==> config.mk <==
export PLATFORM = sky130hd
export DESIGN_NAME = psk_rx_deframer
export DESIGN_NICKNAME = d
export VERILOG_FILES = /design/src/rtl/psk_rx_deframer.sv
export SDC_FILE = /design/constraint.sdc
export NUM_CORES = 1
export LEC_CHECK = 0
export BUFFER_PORTS_ARGS = -buffer_cell sky130_fd_sc_hd__buf_2
export CAP_MARGIN = 20
export CELL_PAD_IN_SITES_DETAIL_PLACEMENT = 0
export CELL_PAD_IN_SITES_GLOBAL_PLACEMENT = 1
export CORE_ASPECT_RATIO = 0.6
export CORE_MARGIN = 3
export CORE_UTILIZATION = 49
export CTS_CLUSTER_DIAMETER = 40
export DETAILED_ROUTE_END_ITERATION = 7
export GPL_ROUTABILITY_DRIVEN = 0
export PLACE_DENSITY = 0.77
export SLEW_MARGIN = 0
export SYNTH_ARGS = -nofsm -noshare
export SYNTH_HDL_FRONTEND = slang
export SYNTH_SLANG_ARGS = --single-unit
==> constraint.sdc <==
create_clock -name clk_16M384 -period 6.9 [get_ports clk_16M384]
set_input_delay 0.69 -clock clk_16M384 [delete_from_list [all_inputs] [get_ports clk_16M384]]
set_output_delay 0.69 -clock clk_16M384 [all_outputs]
set_load 0.01 [all_outputs]
==> src/rtl/psk_rx_deframer.sv <==
// psk_rx_deframer
//   Searches the demodulated serial bit stream for a 32-bit sync word (or its
//   complement, resolving the BPSK 180-degree ambiguity), reads a one-byte
//   length header and emits the payload as a tready-less byte stream.
//
// Ports:
//   clk_16M384   system clock
//   rst_16M384   asynchronous active-high reset
//   bit_in       demodulated hard bit, sampled when bit_vld=1
//   bit_vld      one-cycle strobe per received bit
//   sd_active    signal detect; 0 aborts a frame in progress
//   data_tdata   payload byte, MSB = first received bit
//   data_tvalid  one-cycle pulse per byte
//   data_tuser   first byte of a frame
//   data_tlast   last byte of a frame
//   locked       high from sync hit until frame end or abort
//   inverted     polarity of the current/last frame (1 = complemented sync)
//   frame_err    one-cycle pulse on zero-length header or abort
//   frame_cnt    completed-frame count, wraps
module psk_rx_deframer #(
   parameter logic [31:0] SYNC_WORD = 32'h1ACFFC1D,
   parameter int unsigned MAX_ERR   = 2
) (
   input  logic        clk_16M384,
   input  logic        rst_16M384,
   input  logic        bit_in,
   input  logic        bit_vld,
   input  logic        sd_active,
   output logic [7:0]  data_tdata,
   output logic        data_tvalid,
   output logic        data_tuser,
   output logic        data_tlast,
   output logic        locked,
   output logic        inverted,
   output logic        frame_err,
   output logic [15:0] frame_cnt
);

   localparam logic [1:0] HUNT    = 2'd0;
   localparam logic [1:0] HEADER  = 2'd1;
   localparam logic [1:0] PAYLOAD = 2'd2;

   localparam logic [5:0] MaxErr = 6'(MAX_ERR);

   function automatic logic [5:0] popcount32(input logic [31:0] v);
      logic [5:0] c;
      c = '0;
      for (int i = 0; i < 32; i++) c = c + {5'd0, v[i]};
      return c;
   endfunction

   logic [1:0]  state_q, state_d;
   logic [31:0] sr_q, sr_d;
   logic [5:0]  hunt_cnt_q, hunt_cnt_d;   // bits shifted since HUNT entry, saturates at 32
   logic [2:0]  bit_cnt_q, bit_cnt_d;
   logic [7:0]  acc_q, acc_d;
   logic [7:0]  byte_rem_q, byte_rem_d;
   logic        first_q, first_d;
   logic [7:0]  tdata_q, tdata_d;
   logic        tvalid_q, tvalid_d;
   logic        tuser_q, tuser_d;
   logic        tlast_q, tlast_d;
   logic        locked_q, locked_d;
   logic        inverted_q, inverted_d;
   logic        frame_err_q, frame_err_d;
   logic [15:0] frame_cnt_q, frame_cnt_d;

   logic [31:0] sr_next;
   logic [7:0]  acc_next;
   logic [5:0]  d0, d1;

   always_comb begin
      state_d     = state_q;
      sr_d        = sr_q;
      hunt_cnt_d  = hunt_cnt_q;
      bit_cnt_d   = bit_cnt_q;
      acc_d       = acc_q;
      byte_rem_d  = byte_rem_q;
      first_d     = first_q;
      tdata_d     = tdata_q;
      tvalid_d    = 1'b0;
      tuser_d     = 1'b0;
      tlast_d     = 1'b0;
      locked_d    = locked_q;
      inverted_d  = inverted_q;
      frame_err_d = 1'b0;
      frame_cnt_d = frame_cnt_q;

      sr_next  = {sr_q[30:0], bit_in};
      d0       = popcount32(sr_next ^ SYNC_WORD);
      d1       = popcount32(sr_next ^ ~SYNC_WORD);
      acc_next = {acc_q[6:0], bit_in ^ inverted_q};

      unique case (state_q)
         HUNT: begin
            if (!sd_active) begin
               sr_d       = '0;
               hunt_cnt_d = '0;
            end else if (bit_vld) begin
               sr_d = sr_next;
               if (hunt_cnt_q != 6'd32) hunt_cnt_d = hunt_cnt_q + 6'd1;
               // This bit is the 32nd or later since the register was cleared
               if (hunt_cnt_q >= 6'd31) begin
                  if (d0 <= MaxErr) begin
                     inverted_d = 1'b0;
                     locked_d   = 1'b1;
                     bit_cnt_d  = '0;
                     state_d    = HEADER;
                  end else if (d1 <= MaxErr) begin
                     inverted_d = 1'b1;
                     locked_d   = 1'b1;
                     bit_cnt_d  = '0;
                     state_d    = HEADER;
                  end
               end
            end
         end
         HEADER, PAYLOAD: begin
            if (!sd_active) begin
               // Abort: partial byte discarded, no tlast
               frame_err_d = 1'b1;
               locked_d    = 1'b0;
               sr_d        = '0;
               hunt_cnt_d  = '0;
               bit_cnt_d   = '0;
               state_d     = HUNT;
            end else if (bit_vld) begin
               acc_d     = acc_next;
               bit_cnt_d = bit_cnt_q + 3'd1;
               if (bit_cnt_q == 3'd7) begin
                  if (state_q == HEADER) begin
                     if (acc_next == 8'd0) begin
                        frame_err_d = 1'b1;
                        locked_d    = 1'b0;
                        sr_d        = '0;
                        hunt_cnt_d  = '0;
                        state_d     = HUNT;
                     end else begin
                        byte_rem_d = acc_next;
                        first_d    = 1'b1;
                        state_d    = PAYLOAD;
                     end
                  end else begin
                     tvalid_d   = 1'b1;
                     tdata_d    = acc_next;
                     tuser_d    = first_q;
                     tlast_d    = (byte_rem_q == 8'd1);
                     first_d    = 1'b0;
                     byte_rem_d = byte_rem_q - 8'd1;
                     if (byte_rem_q == 8'd1) begin
                        frame_cnt_d = frame_cnt_q + 16'd1;
                        locked_d    = 1'b0;
                        sr_d        = '0;
                        hunt_cnt_d  = '0;
                        state_d     = HUNT;
                     end
                  end
               end
            end
         end
         default: begin
            state_d    = HUNT;
            sr_d       = '0;
            hunt_cnt_d = '0;
         end
      endcase
   end

   always_ff @(posedge clk_16M384 or posedge rst_16M384) begin
      if (rst_16M384) begin
         state_q     <= HUNT;
         sr_q        <= '0;
         hunt_cnt_q  <= '0;
         bit_cnt_q   <= '0;
         acc_q       <= '0;
         byte_rem_q  <= '0;
         first_q     <= 1'b0;
         tdata_q     <= '0;
         tvalid_q    <= 1'b0;
         tuser_q     <= 1'b0;
         tlast_q     <= 1'b0;
         locked_q    <= 1'b0;
         inverted_q  <= 1'b0;
         frame_err_q <= 1'b0;
         frame_cnt_q <= '0;
      end else begin
         state_q     <= state_d;
         sr_q        <= sr_d;
         hunt_cnt_q  <= hunt_cnt_d;
         bit_cnt_q   <= bit_cnt_d;
         acc_q       <= acc_d;
         byte_rem_q  <= byte_rem_d;
         first_q     <= first_d;
         tdata_q     <= tdata_d;
         tvalid_q    <= tvalid_d;
         tuser_q     <= tuser_d;
         tlast_q     <= tlast_d;
         locked_q    <= locked_d;
         inverted_q  <= inverted_d;
         frame_err_q <= frame_err_d;
         frame_cnt_q <= frame_cnt_d;
      end
   end

   assign data_tdata  = tdata_q;
   assign data_tvalid = tvalid_q;
   assign data_tuser  = tuser_q;
   assign data_tlast  = tlast_q;
   assign locked      = locked_q;
   assign inverted    = inverted_q;
   assign frame_err   = frame_err_q;
   assign frame_cnt   = frame_cnt_q;

endmodule

==> impl_metrics.ini, run 1 <==
[outcome]
status = complete, no violations

[floorplanning]
die_h_um = 89.02
start_util = 0.5170
die_w_um = 144.4
placementRows = 29
core_area_mm2 = 0.01089
io_pins = 35
die-area_mm2 = 0.01285

[placed_design]
portBuffers = 34
hpwl_mm = 9.122
pre_cts_slack_ns = 0.3014

[sta]
rsz0062_at_grt = false
slew_viol_final = 0
setup_viol = 0
fin_tns_setup_ns = 0
max_freq_mhz = 160.1
min_period_ns = 6.246
worst_slack_ns = 0.6537
slew_headroom = 0.2382
final-hold-violation-count = 0
tightest_slew_ns = 1.143
finalCritPeriodShare = 0.9053
finClkSkew_ns = 0.008951

[layout]
antennaDiodeCount = 0
final_nets = 640
syn2layout_area_growth_pct = 11.07
final_cell_mix = 88 x inv_1, 88 x dfrtp_1, 49 x nand2_1
drive_above_1_share = 0.1514

[global_route]
grt_util_all_layers = 0.2078
antenna_found_initial = 0
grt_max_degree = 57
grt_pass1_vias = 3876
grt_pass1_wl_mm = 20.45
overflow = 0

[synth]
synth-warning-count = 0
avgSynthCellArea_um2 = 10.58
synth_fa_ha_area_frac = 0.2241
synth_area_leaders = dfrtp_1 39%, fa_1 17%, inv_1 5.9%
synth-compound-area-share = 0.08582
yosys.area.top_type = dfrtp_1
ys.flop_type = dfrtp_1
ys_seq_area_frac = 0.3913
postSynth.asyncResetShare = 1.000
synth_top_area_share = 0.3913
synth-seq-cells = 88
synth_mux_area_frac = 0.07470
ys_types = 49
synthSimpleGateAreaFrac = 0.1258
syn_inst = 532
synthesis.nets = 609
synth_xor_area_frac = 0.02490
synth_top_family_by_area = adder cells
synth_edf_count = 0
synth_area_mm2 = 0.005628

[detailed_routing]
post-route-drc-count = 0
drt-met1-wl_mm = 6.172
top_layer = met4
avgRoutedWirePerCell_um = 16.90
wirelength_mm = 11.95
wl_met2_mm = 4.891
ant_nets = 0
drt_iter0_drc = 195
met3_length_um = 767
via_count = 3778
first_pass_iters = 4
viasPerCell = 5.344

[critical_path]
r2r-end = state_q[1]
crit_arrival_ns = 6.48
worstSetupPathType = reg -> reg
reg2reg_depth = 18
r2r_start = sr_q[12]
critPathCaptureType = register
startpoint_type = register
required_ns = 7.13
reg2reg_slack_ns = 0.65
cp_max_fo = 3

[clock_tree]
clkSinkCount = 88
cts_buffers = 9
cts_hold_buf = 0
max-clock-path-buffers = 2
htree_levels = 3
clk_pin_slew_worst_paths_ns = 0.07
cts_tree = done
root_buffer = clkbuf_16
post_cts_buffers = 0
postCtsResizedCells = 0
insertion_delay_ns = 0.34

[hold_path]
hold_path_class = in -> async

[job]
cap_violations = 0

[pwr]
ir_drop_mv = 0.1368
leakage_nw = 3.147
power.density_mw_per_mm2 = 198.5
-- synthesized netlist by cell type (11+ instances only) --
library cell	instances
inv_1	89
dfrtp_1	88
nand2_1	49
fa_1	48
ha_1	24
mux2i_1	24
nor2_1	22
o21ai_0	21
mux2_2	16
clkbuf_1	13
a21oi_1	11
-- metrics by stage --
step	instance area, um2	cells	utilization	total power [mW]	hold WS, ns
floorplan	5628	532	-	0.6635	0.4544
global placement	5924	691	0.5443	0.6987	0.4509
detailed placement	5924	691	0.5443	0.7081	0.4608
CTS	6251	707	0.5743	1.257	0.3902
global route	6251	707	0.5743	1.307	0.4162
finish	6251	707	0.5743	1.241	0.3737
-- how the worst max path moves through the flow --
stage / slack (ns) / to / start
4_1_cts: 0.64 / state_q[1] / sr_q[12]
3_5_place_dp: 0.30 / state_q[1] / bit_in
2_1_floorplan: 0.88 / state_q[1] / bit_in
3_3_place_gp: 0.48 / state_q[1] / bit_in
6_report: 0.65 / state_q[1] / sr_q[12]
5_1_grt: 0.22 / state_q[1] / sr_q[10]
-- where the power goes --
part / total (mW) / leakage (nW) / switching, mW / internal [mW]
logic: 0.168 / 1.78 / 0.0980 / 0.0695
clock network: 0.544 / 0.160 / 0.220 / 0.324
registers: 0.529 / 1.20 / 0.00825 / 0.521
total: 1.24 / 3.15 / 0.326 / 0.915
-- layout make-up --
type,count,area [um2]
Inverter,89,335.3
Timing Repair Buffer,38,200.2
Sequential cell,88,2202
Tap cell,139,173.9
Clock inverter,6,97.59
Multi-Input combinational cell,337,3013
Clock buffer,10,229.0
Fill cell,966,4634
-- critical path, stage by stage, from the launching register on --
cell       delay, ns
dfrtp_1         0.44
inv_1           0.12
fa_1            0.57
fa_1            0.44
fa_1            0.51
inv_1           0.05
fa_1            0.47
fa_1            0.51
inv_1           0.05
fa_1            0.44
inv_1           0.07
ha_1            0.16
inv_1           0.06
fa_1            0.38
a211o_1         0.28
a2111oi_0       0.71
o21ai_0         0.23
a21oi_1         0.29
mux2_2          0.37
-- flip-flops by register name, summed over array words and instances (netlist names) --
register / cells
hunt_cnt_q: 6
data_tdata: 8
sr_q: 31
state_q: 2
byte_rem_q: 8
bit_cnt_q: 3
data_tlast: 1
frame_err: 1
data_tuser: 1
data_tvalid: 1
acc_q: 7
frame_cnt: 16
inverted: 1
locked: 1
first_q: 1
-- cells by family (layout without fill, tap and decap cells) --
| logic type | Yosys count | in the layout |
|---|---|---|
| flip-flops | 88 | 88 |
| adder cells (fa/ha/maj) | 72 | 72 |
| multiplexers | 40 | 40 |
| XOR/XNOR | 16 | 16 |
| AND/OR/NAND/NOR | 138 | 138 |
| AO/OA/AOI/OAI | 71 | 71 |
| buffers and inverters | 107 | 143 |
-- routing by layer --
layer  global-route usage  vias to the layer above
met3              0.05559                       10
met5                    0                        -
li1                     -                     1805
met1               0.3288                     1877
met4              0.04572                        0
met2               0.2848                       86
No activity file was read; power rests on OpenSTA's default activity.
==> inputs of run 2 (changes only) <==
- MAX_ROUTING_LAYER: not set -> met4
==> impl_metrics.ini, run 2 (synthesized netlist as in run 1, its figures left out) <==
[outcome]
status = complete, no violations

[critical_path]
worstSetupPathType = reg -> reg
required_ns = 7.13
slowest_delay_ns = 0.72
crit_arrival_ns = 6.51
reg2reg_depth = 18
r2r-end = state_q[1]
cp_common_cell = fa_1
critPathCaptureType = register
r2r_start = sr_q[12]
crit_chain = inv_1 > fa_1 > fa_1 > fa_1 > inv_1 > fa_1 > fa_1 > inv_1 > fa_1 > inv_1 > ha_1 > inv_1 > fa_1 > a211o_1 > a2111oi_0 > o21ai_0 > a21oi_1 > mux2_2
slowest_stage = a2111oi_0
reg2reg_slack_ns = 0.62
startpoint_type = register
cp_max_fo = 3

[sta]
rsz0062_at_grt = false
final-hold-violation-count = 0
tightest_slew_ns = 1.163
worst_slack_ns = 0.6220
finClkSkew_ns = 0.01122
setup_viol = 0
fin_tns_setup_ns = 0
slew_headroom = 0.2249
timing.hold.ws_ns = 0.3715
max_freq_mhz = 159.3
min_period_ns = 6.278
finalCritPeriodShare = 0.9099
slew_viol_final = 0

[clock_tree]
post_cts_buffers = 0
clkSinkCount = 88
clk_pin_slew_worst_paths_ns = 0.07
insertion_delay_ns = 0.35
htree_levels = 3
max-clock-path-buffers = 2
cts_hold_buf = 0
postCtsResizedCells = 0
root_buffer = clkbuf_16
cts_tree = done
cts_buffers = 9

[pwr]
power.density_mw_per_mm2 = 198.9
ir_drop_mv = 0.1371
leakage_nw = 3.147

[hold_path]
hold_path_class = in -> async

[layout]
syn2layout_area_growth_pct = 11.07
fillCellCount = 966
largest_reg_flops = 31
final_nets = 640
drive_above_1_share = 0.1514
final_cell_mix = 88 x inv_1, 88 x dfrtp_1, 49 x nand2_1
largest_register = sr_q
antennaDiodeCount = 0

[floorplanning]
die_w_um = 144.4
placementRows = 29
io_pins = 35
start_util = 0.5170
die-area_mm2 = 0.01285
die_h_um = 89.02
core_area_mm2 = 0.01089

[global_route]
antenna_found_initial = 0
overflow = 0
grt_util_all_layers = 0.2149
grt_pass1_wl_mm = 20.45
grt_pass1_vias = 3880
grt_max_degree = 57

[detailed_routing]
via_count = 3819
post-route-drc-count = 0
wirelength_mm = 11.92
avgRoutedWirePerCell_um = 16.86
ant_nets = 0
viasPerCell = 5.402
drt_iter0_drc = 228
first_pass_iters = 4

[job]
cap_violations = 0

[placed_design]
hpwl_mm = 9.122
portBuffers = 34
pre_cts_slack_ns = 0.3014
-- run 2: stage by stage --
stage / power (mW) / utilization / cell area [um2] / cells
after floorplan: 0.6635 / - / 5628 / 532
after global placement: 0.6987 / 0.5443 / 5924 / 691
after detailed placement: 0.7081 / 0.5443 / 5924 / 691
after CTS: 1.257 / 0.5743 / 6251 / 707
after global routing: 1.308 / 0.5743 / 6251 / 707
final: 1.243 / 0.5743 / 6251 / 707
-- run 2: area by class of cell --
class / count / area [um2] / share of cell area
Clock buffer: 10 / 229.0 / 0.03663
Clock inverter: 6 / 97.59 / 0.01561
Inverter: 89 / 335.3 / 0.05364
Multi-Input combinational cell: 337 / 3013 / 0.4820
Sequential cell: 88 / 2202 / 0.3523
Tap cell: 139 / 173.9 / 0.02782
Timing Repair Buffer: 38 / 200.2 / 0.03203
-- run 2: per-layer routing --
layer	vias up	routed length (um)	track usage
met3	9	658	0.04971
met1	1913	6261	0.3333
met2	92	4881	0.2856
met5	-	0	-
met4	0	118	0.04572
li1	1805	-	-
-- run 2: how the worst max path moves through the flow --
stage                   from          to  slack (ns)
floorplan             bit_in  state_q[1]        0.88
global placement      bit_in  state_q[1]        0.48
detailed placement    bit_in  state_q[1]        0.30
CTS                 sr_q[12]  state_q[1]        0.64
global route        sr_q[10]  state_q[1]        0.23
finish              sr_q[12]  state_q[1]        0.62
-- run 2: worst max-delay path: cells and delay by family, from the launching register on --
kind | cells | cell delay [ns]
buffers and inverters | 5 | 0.35
adder cells (fa/ha/maj) | 8 | 3.50
AO/OA/AOI/OAI | 4 | 1.52
flip-flops | 1 | 0.44
multiplexers | 1 | 0.37
-- run 2: power breakdown --
group	leakage [nW]	internal (mW)	switching, mW	total (mW)
sequential	1.20	0.521	0.00830	0.529
combinational	1.78	0.0696	0.0982	0.168
clock	0.160	0.324	0.222	0.546
